<file path="config.mk">
export PLATFORM = sky130hd
export DESIGN_NAME = axi_dma_cmd_arbiter
export DESIGN_NICKNAME = d
export VERILOG_FILES = /design/src/rtl/axi_dma_cmd_arbiter.sv
export SDC_FILE = /design/constraint.sdc
export NUM_CORES = 1
export LEC_CHECK = 0
export CAP_MARGIN = 40
export CORE_AREA = 10 10 356 358
export CTS_BUF_LIST = sky130_fd_sc_hd__clkbuf_4
export CTS_CLUSTER_SIZE = 40
export DETAILED_ROUTE_END_ITERATION = 10
export DIE_AREA = 0 0 366 368
export GPL_TIMING_DRIVEN = 0
export MAX_ROUTING_LAYER = met4
export PLACE_DENSITY = 0.47
export SETUP_SLACK_MARGIN = 0.3
export SYNTH_ARGS = -nofsm -noshare
export SYNTH_HDL_FRONTEND = slang
export SYNTH_SLANG_ARGS = --single-unit
</file>
<file path="constraint.sdc">
create_clock -name clk -period 6.1 [get_ports clk]
set_clock_uncertainty 0.2 [all_clocks]
set_input_delay 1.22 -clock clk [delete_from_list [all_inputs] [get_ports clk]]
set_output_delay 1.22 -clock clk [all_outputs]
set_load 0.005 [all_outputs]
</file>
<file path="src/rtl/axi_dma_cmd_arbiter.sv">
// Round-robin command arbiter and FIFO in front of axi_dma_controller.
// Define AXI_DMA_CMD_CHECK_EN to drop illegal commands and report them on err_*.
module axi_dma_cmd_arbiter #(
    parameter int ADDR_WD       = 32,
    parameter int DATA_WD       = 32,
    parameter int LEN_WD        = 32,
    parameter int CHANNEL_COUNT = 8,
    parameter int FIFO_DEPTH    = 4,
    localparam int CW           = $clog2(CHANNEL_COUNT),
    localparam int NW           = $clog2(FIFO_DEPTH + 1)
) (
    input  logic                               clk,
    input  logic                               rst,
    input  logic [CHANNEL_COUNT-1:0]           in_valid,
    input  logic [CHANNEL_COUNT*ADDR_WD-1:0]   in_src_addr,
    input  logic [CHANNEL_COUNT*ADDR_WD-1:0]   in_dst_addr,
    input  logic [CHANNEL_COUNT*2-1:0]         in_burst,
    input  logic [CHANNEL_COUNT*LEN_WD-1:0]    in_len,
    input  logic [CHANNEL_COUNT*3-1:0]         in_size,
    output logic [CHANNEL_COUNT-1:0]           in_ready,
    output logic                               cmd_valid,
    output logic [ADDR_WD-1:0]                 cmd_src_addr,
    output logic [ADDR_WD-1:0]                 cmd_dst_addr,
    output logic [1:0]                         cmd_burst,
    output logic [LEN_WD-1:0]                  cmd_len,
    output logic [2:0]                         cmd_size,
    output logic [CW-1:0]                      cmd_chan,
    input  logic                               cmd_ready,
    output logic [NW-1:0]                      fifo_count,
    output logic                               err_valid,
    output logic [CW-1:0]                      err_chan
);

    localparam int AW = $clog2(FIFO_DEPTH);
    localparam logic [NW-1:0] FULL = NW'(FIFO_DEPTH);
    localparam logic [CW-1:0] LAST = CW'(CHANNEL_COUNT - 1);

    logic [ADDR_WD-1:0] mem_src   [FIFO_DEPTH];
    logic [ADDR_WD-1:0] mem_dst   [FIFO_DEPTH];
    logic [1:0]         mem_burst [FIFO_DEPTH];
    logic [LEN_WD-1:0]  mem_len   [FIFO_DEPTH];
    logic [2:0]         mem_size  [FIFO_DEPTH];
    logic [CW-1:0]      mem_chan  [FIFO_DEPTH];

    logic [AW-1:0]            rd_ptr;
    logic [AW-1:0]            wr_ptr;
    logic [NW-1:0]            count;
    logic [CW-1:0]            rr;
    logic [CHANNEL_COUNT-1:0] illegal;
    logic [CHANNEL_COUNT-1:0] eligible;
    logic [CHANNEL_COUNT-1:0] grant;
    logic [CW-1:0]            gidx;
    logic                     found;
    logic                     space;
    logic                     push;
    logic                     pop;

    assign cmd_valid    = (count != '0);
    assign fifo_count   = count;
    assign pop          = cmd_valid & cmd_ready;
    assign space        = (count < FULL) | pop;
    assign cmd_src_addr = mem_src[rd_ptr];
    assign cmd_dst_addr = mem_dst[rd_ptr];
    assign cmd_burst    = mem_burst[rd_ptr];
    assign cmd_len      = mem_len[rd_ptr];
    assign cmd_size     = mem_size[rd_ptr];
    assign cmd_chan     = mem_chan[rd_ptr];

`ifdef AXI_DMA_CMD_CHECK_EN
    localparam logic [2:0] MAX_SIZE = 3'($clog2(DATA_WD / 8));

    always_comb begin
        illegal = '0;
        for (int i = 0; i < CHANNEL_COUNT; i++) begin
            illegal[i] = (in_len[i*LEN_WD +: LEN_WD] == '0)
                | (in_burst[i*2 +: 2] == 2'b11)
                | (in_size[i*3 +: 3] > MAX_SIZE)
                | (|(in_src_addr[i*ADDR_WD +: ADDR_WD]
                     & ((ADDR_WD'(1) << in_size[i*3 +: 3]) - ADDR_WD'(1))))
                | (|(in_dst_addr[i*ADDR_WD +: ADDR_WD]
                     & ((ADDR_WD'(1) << in_size[i*3 +: 3]) - ADDR_WD'(1))))
                | (|(in_len[i*LEN_WD +: LEN_WD]
                     & ((LEN_WD'(1) << in_size[i*3 +: 3]) - LEN_WD'(1))));
        end
    end

    always_ff @(posedge clk) begin
        if (!rst) begin
            err_valid <= 1'b0;
            err_chan  <= '0;
        end else begin
            err_valid <= found & illegal[gidx];
            if (found & illegal[gidx])
                err_chan <= gidx;
        end
    end
`else
    assign illegal   = '0;
    assign err_valid = 1'b0;
    assign err_chan  = '0;
`endif

    // Dropped commands never occupy the FIFO, so they may win even when full.
    assign eligible = rst ? (in_valid & (space ? '1 : illegal)) : '0;

    always_comb begin
        found = 1'b0;
        gidx  = '0;
        for (int j = 0; j < CHANNEL_COUNT; j++) begin
            int idx;
            idx = int'(rr) + j;
            if (idx >= CHANNEL_COUNT)
                idx = idx - CHANNEL_COUNT;
            if (!found && eligible[idx]) begin
                found = 1'b1;
                gidx  = CW'(idx);
            end
        end
    end

    always_comb begin
        grant = '0;
        if (found)
            grant[gidx] = 1'b1;
    end

    assign in_ready = grant;
    assign push     = found & ~illegal[gidx];

    always_ff @(posedge clk) begin
        if (!rst) begin
            rd_ptr <= '0;
            wr_ptr <= '0;
            count  <= '0;
            rr     <= '0;
        end else begin
            if (push) begin
                mem_src[wr_ptr]   <= in_src_addr[gidx*ADDR_WD +: ADDR_WD];
                mem_dst[wr_ptr]   <= in_dst_addr[gidx*ADDR_WD +: ADDR_WD];
                mem_burst[wr_ptr] <= in_burst[gidx*2 +: 2];
                mem_len[wr_ptr]   <= in_len[gidx*LEN_WD +: LEN_WD];
                mem_size[wr_ptr]  <= in_size[gidx*3 +: 3];
                mem_chan[wr_ptr]  <= gidx;
                wr_ptr            <= wr_ptr + 1'b1;
            end
            if (pop)
                rd_ptr <= rd_ptr + 1'b1;
            if (push && !pop)
                count <= count + 1'b1;
            else if (!push && pop)
                count <= count - 1'b1;
            if (found)
                rr <= (gidx == LAST) ? '0 : gidx + 1'b1;
        end
    end

endmodule

</file>
==> results.py, run 1 <==
metrics = {
    "sta": {
        "finalHoldViolCount": 0,
        "max_slew_margin_pct": 37.6,
        "setup_viol": 0,
        "finalCritPeriodShare_pct": 92.6,
        "timing.hold.ws_ns": 0.341,
        "fmax_mhz": 177,
        "rsz0062_at_grt": "yes",
        "period_needed_ns": 5.65,
        "worst_pin_slew_ns": 0.911,
        "drv_slew": 0,
    },
    "min_path": {
        "hold_class": "reg -> reg",
    },
    "clock_tree": {
        "root_buffer": "clkbuf_4",
        "htreeDepth": 3,
        "clk_path_buf_depth": 3,
        "cts_buffers": 119,
        "clock_latency_ns": 0.94,
        "cts_tree": "done",
        "clock-sinks": 428,
        "path_clk_slew_ns": 0.06,
    },
    "synth": {
        "synth_common_cells": "mux2i_1, edfxtp_1, mux4_2, mux2_2, buf_2",
        "synth_seq_cells": 428,
        "synth.most_common_cell": "mux2i_1",
        "ys_warn_count": 0,
        "yosysTopAreaCell": "edfxtp_1",
        "yosys.cell_types.count": 62,
        "async_flop_share_pct": 0,
        "synth_top_area_share_pct": 51.0,
        "avgSynthCellArea_sq_um": 16.1,
        "postSynthCellCount": 1525,
        "seq_area_frac_synth_pct": 52.0,
        "synth_edf_count": 416,
        "ys_top_cells_by_area": "edfxtp_1, mux2i_1, mux4_2",
        "synth_flop_cell": "edfxtp_1",
        "synth_area_sq_mm": 0.0245,
    },
    "drt": {
        "vias": 18400,
        "first_iter_violations": 890,
        "drc_errors": 0,
        "dr.max_layer_used": "met4",
        "first_pass_iters": 5,
        "drt_wl_total_um": 125000,
        "wire_per_inst_um": 28.7,
        "wl_met2_um": 63700,
        "via_per_inst": 4.25,
        "wl_met3_um": 7080,
        "met1_length_um": 52500,
        "drt.antenna.violating_nets": 0,
    },
    "setup_path": {
        "critical_path_class": "reg -> reg",
        "worstPathRequired_ns": 6.57,
        "worstPathArrival_ns": 6.12,
        "endpoint_kind": "register",
        "critical_path.max_fanout": 10,
        "start_kind": "register",
    },
    "global_route": {
        "grt_pass1_wl_um": 169000,
        "antenna_found_initial": 24,
        "grt_pass1_vias": 20900,
        "grt_start_max_net_pins": 48,
        "grt-ovfl-total": 0,
        "grt.total_usage_pct": 18.3,
    },
    "placed_design": {
        "placed_area_sq_mm": 0.0363,
        "gp_congestion": 0.899,
        "portBuffers": 934,
        "hpwl_um": 99900,
    },
    "cells_and_area": {
        "layout-drive-gt1-share_pct": 21.0,
        "areaGrowthSynthToFinish_pct": 55.8,
        "fin_area_sq_mm": 0.0381,
        "final_nets": 3452,
    },
    "floorplan": {
        "dieHeight_um": 368,
        "fp.dieW_um": 366,
        "start_util_pct": 20.5,
        "rows": 127,
        "die_area_sq_mm": 0.135,
        "ios": 939,
        "coreArea_sq_mm": 0.119,
    },
    "power": {
        "irDropWorstVdd_uv": 345,
        "p_leak_nw": 13.1,
        "power-per-cell-area_mw_per_mm2": 600,
    },
    "job": {
        "drv_cap": 0,
    },
    "run_status": {
        "status": "completed",
    },
}
==> worst max-delay path, cell delays in order (launching register included) <==
cell,delay (ns)
dfxtp_4,0.37
buf_12,0.11
clkinv_8,0.04
ha_4,0.25
buf_6,0.12
buf_4,0.11
mux4_2,0.55
mux2_4,0.32
a21oi_2,0.12
a32oi_1,0.10
o211ai_1,0.39
buf_4,0.24
buf_4,0.19
buf_4,0.35
buf_2,0.64
mux2i_1,0.72
mux2i_1,0.18
mux2_2,0.35
==> final timing paths <==
kind                                 from             end  slack [ns]  depth (start not counted)
worst max-delay path                rr[1]  mem_len[3][11]        0.45                         17
worst max register to register      rr[1]  mem_len[3][11]        0.45                         17
worst min-delay path            rd_ptr[0]       rd_ptr[0]        0.34                          2
worst min register to register  rd_ptr[0]       rd_ptr[0]        0.34                          2
==> cell usage in the layout, fill, tap and decap left out, types with 13 or more instances in the layout <==
cell type / Yosys / routed
mux4_2: 112 / 112
nor2_1: 22 / 22
edfxtp_1: 416 / 416
buf_12: 12 / 18
clkdlybuf4s50_1: 0 / 926
mux2i_1: 618 / 618
diode_2: 0 / 13
buf_4: 27 / 47
clkbuf_4: 6 / 176
mux2_2: 106 / 106
clkinv_1: 1 / 33
clkbuf_1: 26 / 21
buf_2: 29 / 34
==> metal layers <==
| metal | global-route usage, % | vias to the layer above |
|---|---|---|
| met5 | - | - |
| met4 | 3.67 | 0 |
| met3 | 4.63 | 90 |
| met2 | 31.4 | 655 |
| met1 | 21.6 | 9264 |
| li1 | - | 8440 |
==> sequential cells by signal, summed over array words and instances, names as in the netlist, named ones only <==
signal      cells
fifo_count      3
mem_burst       8
mem_chan       12
mem_dst       128
mem_len       128
mem_size       12
mem_src       128
rd_ptr          2
rr              3
wr_ptr          2
==> logic make-up after synthesis <==
logic type | synth area share (%)
buffers and inverters | 3.63
flip-flops | 52.0
AO/OA/AOI/OAI | 1.55
XOR/XNOR | 0.322
other | 0.0153
AND/OR/NAND/NOR | 1.36
adder cells (fa/ha/maj) | 0.491
multiplexers | 40.6
==> area by class of cell <==
| cell class | instances | area, sq um |
|---|---|---|
| repair buffers | 975 | 9850 |
| multi-input cells | 973 | 11000 |
| clock inverters | 47 | 201 |
| inverters | 10 | 60.1 |
| plain buffers | 117 | 965 |
| well taps | 1612 | 2020 |
| diodes | 13 | 32.5 |
| clock buffers | 170 | 1280 |
| fillers | 11900 | 81200 |
| flip-flops and latches | 428 | 12700 |
==> report_power, final <==
part / leakage, nW / internal (mW) / switching, mW / total [mW]
Clock: 0.882 / 1.28 / 1.23 / 2.51
Combinational: 8.22 / 6.35 / 7.85 / 14.2
Sequential: 3.99 / 5.88 / 0.266 / 6.14
Total: 13.1 / 13.5 / 9.35 / 22.9
==> per-stage QoR <==
stage | cells | power, mW | worst slack (ns) | TNS (ns) | utilization [%]
floorplan | 1528 | 14.0 | 0.427 | 0 | -
global placement | 4074 | 20.0 | -3.29 | -1366.81 | 30.0
detailed placement | 4095 | 20.4 | -1.02 | -10.67 | 30.4
CTS | 4331 | 23.4 | 0.268 | 0 | 31.9
global route | 4342 | 24.3 | 0.187 | 0 | 31.9
finish | 4345 | 22.9 | 0.450 | 0 | 32.0
==> repair_timing <==
item,CTS,global route
pin swaps,9,10
setup buffers,19,1
resized for setup,75,9
hold buffers,0,0
setup endpoints to repair,72,8
(Power assumes the default switching activity.)
==> inputs of run 2 (changes only) <==
Settings changed: CAP_MARGIN 40 to 25.
==> run 2 against run 1 <==
Clock-buffer cell count rose by 5. Design area barely moved. Non-clock buffer count fell by 4. Critical endpoint is now in_ready[2]. Critical path type is now in -> out. First-iteration DRC count fell by 13%. Clock power barely moved. Maximum frequency rose by 0.45%. Sequential share of layout area barely moved. Worst setup slack improved by 0.025 ns. Critical path depth fell by 4. Total power barely moved. Wire length barely moved. Highest routed layer unchanged.
==> results.py, run 2 (synthesis results as in run 1) <==
metrics = {
    "min_path": {
        "hold_end": "rd_ptr[0]",
        "hold_class": "reg -> reg",
        "hold_start": "rd_ptr[0]",
        "hold_path_depth": 2,
    },
    "sta": {
        "fmax_mhz": 178,
        "period_needed_ns": 5.62,
        "finalHoldViolCount": 0,
        "setup_viol": 0,
        "finalCritPeriodShare_pct": 92.2,
        "rsz0062_at_grt": "yes",
        "worst_pin_slew_ns": 0.948,
        "max_slew_margin_pct": 35.0,
        "drv_slew": 0,
        "timing.hold.ws_ns": 0.355,
    },
    "drt": {
        "first_iter_violations": 778,
        "via_per_inst": 4.25,
        "drt_wl_total_um": 125000,
        "wire_per_inst_um": 28.8,
        "drt.antenna.violating_nets": 0,
        "first_pass_iters": 5,
        "drc_errors": 0,
        "vias": 18400,
    },
    "clock_tree": {
        "root_buffer": "clkbuf_4",
        "cts_buffers": 118,
        "clk_path_buf_depth": 3,
        "cts_tree": "done",
        "path_clk_slew_ns": 0.06,
        "clock-sinks": 428,
        "ctsHoldBuffers": 0,
        "htreeDepth": 3,
        "clock_latency_ns": 0.93,
    },
    "cells_and_area": {
        "layout-drive-gt1-share_pct": 21.0,
        "final_nets": 3447,
        "fin_util_pct": 32.0,
        "fin_area_sq_mm": 0.0381,
        "final_cell_mix": "clkdlybuf4s50_1, mux2i_1, edfxtp_1",
        "top_regs": "mem_dst: 128 flops, mem_len: 128 flops, mem_src: 128 flops",
        "layout.cells.most_common": "clkdlybuf4s50_1",
        "areaGrowthSynthToFinish_pct": 55.8,
    },
    "floorplan": {
        "rows": 127,
        "coreArea_sq_mm": 0.119,
        "start_util_pct": 20.5,
        "die_area_sq_mm": 0.135,
        "ios": 939,
        "fp.dieW_um": 366,
        "dieHeight_um": 368,
    },
    "setup_path": {
        "start_kind": "input port",
        "critical_path.max_fanout": 7,
        "cp_slowest_cell": "mux4_2",
        "worstPathArrival_ns": 4.20,
        "worst_path_dominant_cell_family": "buffers and inverters",
        "worstPathRequired_ns": 4.68,
        "critical_path_class": "in -> out",
        "r2r_cells": 17,
        "crit_buf_inv": 5,
        "endpoint_kind": "output pin",
        "worstReg2RegStart": "rr[1]",
        "crit_path_cell_trace": "clkdlybuf4s50_1 > mux4_2 > mux2_4 > and2_4 > a311oi_2 > nor2_1 > a211o_1 > buf_12 > buf_12 > buf_12 > nand2_1 > nor2_1 > dlygate4sd2_1",
        "path_common_cell": "buf_12",
        "max_stage_delay_ns": 0.61,
        "worst_r2r_endpoint": "mem_len[1][13]",
        "reg2reg_slack_ns": 0.49,
    },
    "global_route": {
        "grt_pass1_wl_um": 168000,
        "grt_start_max_net_pins": 48,
        "grt.total_usage_pct": 18.2,
        "grt-ovfl-total": 0,
        "antenna_found_initial": 19,
        "grt_pass1_vias": 20900,
    },
    "power": {
        "irDropWorstVdd_uv": 436,
        "power-per-cell-area_mw_per_mm2": 600,
        "p_leak_nw": 13.1,
    },
    "placed_design": {
        "gp_congestion": 0.899,
        "hpwl_um": 99800,
        "portBuffers": 934,
        "placed_area_sq_mm": 0.0361,
    },
    "job": {
        "drv_cap": 0,
    },
    "run_status": {
        "status": "completed",
    },
}
run 2: cell types whose count changed in the layout (fill, tap and decap cells not counted), sizes merged:
cell and change:
clkinv -12, buf -5, clkbuf +5, diode +2
clkinvlp +1, dlygate4sd2 +1, inv -1
run 2: per-layer routing:
metal | vias up | GRT usage, % | routed length (um) | share of wire, %
met5 | - | - | 0 | 0
met4 | 0 | 3.31 | 1750 | 1.4
met3 | 95 | 4.34 | 6730 | 5.4
met2 | 643 | 31.3 | 63300 | 51
met1 | 9261 | 21.8 | 52900 | 42
li1 | 8431 | - | - | -
run 2: repair_timing:
| action | in CTS | in global routing |
|---|---|---|
| gates cloned | 0 | 1 |
| pin swaps | 12 | 5 |
| resized for setup | 82 | 7 |
| setup buffers | 17 | 3 |
| endpoints found under the setup margin | 96 | 7 |
run 2: power by group:
| part | total, mW | switching (mW) | leakage (nW) | internal (mW) |
|---|---|---|---|---|
| Clock | 2.51 | 1.21 | 0.870 | 1.30 |
| Combinational | 14.2 | 7.86 | 8.21 | 6.36 |
| Sequential | 6.15 | 0.267 | 3.99 | 5.88 |
| Total | 22.9 | 9.34 | 13.1 | 13.5 |
run 2: how the worst max path moves through the flow:
stage / cells after the start / endpoint / startpoint
after floorplan: 12 / mem_burst[1][0] / rr[1]
after global placement: 9 / mem_src[2][5] / in_valid[1]
after detailed placement: 12 / in_ready[7] / in_valid[4]
after CTS: 16 / in_ready[2] / rr[1]
after global routing: 15 / in_ready[4] / rr[1]
final: 13 / in_ready[2] / in_valid[4]
run 2: layout make-up:
cell class,instances,area [sq um]
fill,11900,81200
timing repair buffer,971,9850
inverter,10,65.1
multi-input combinational,973,11000
clock buffer,175,1310
buffer,117,965
antenna,15,37.5
tap,1612,2020
clock inverter,35,154
sequential,428,12700
run 2: metrics by stage:
stage | setup TNS, ns | cells | setup WS (ns) | power, mW
6_report | 0 | 4336 | 0.475 | 22.9
5_1_grt | 0 | 4331 | 0.239 | 24.3
4_1_cts | 0 | 4313 | 0.298 | 23.4
3_5_place_dp | -12.33 | 4086 | -1.03 | 20.4
3_3_place_gp | -1366.81 | 4074 | -3.29 | 20.0
2_1_floorplan | 0 | 1528 | 0.427 | 14.0
run 2: worst reg2reg max path, delay by kind of cell, from the launching register on:
| kind | cells | cell delay (ns) |
|---|---|---|
| AOI/OAI and AO/OA | 3 | 0.58 |
| adders and majority gates | 1 | 0.25 |
| buffers and inverters | 8 | 1.81 |
| DFF | 1 | 0.37 |
| muxes | 5 | 2.11 |
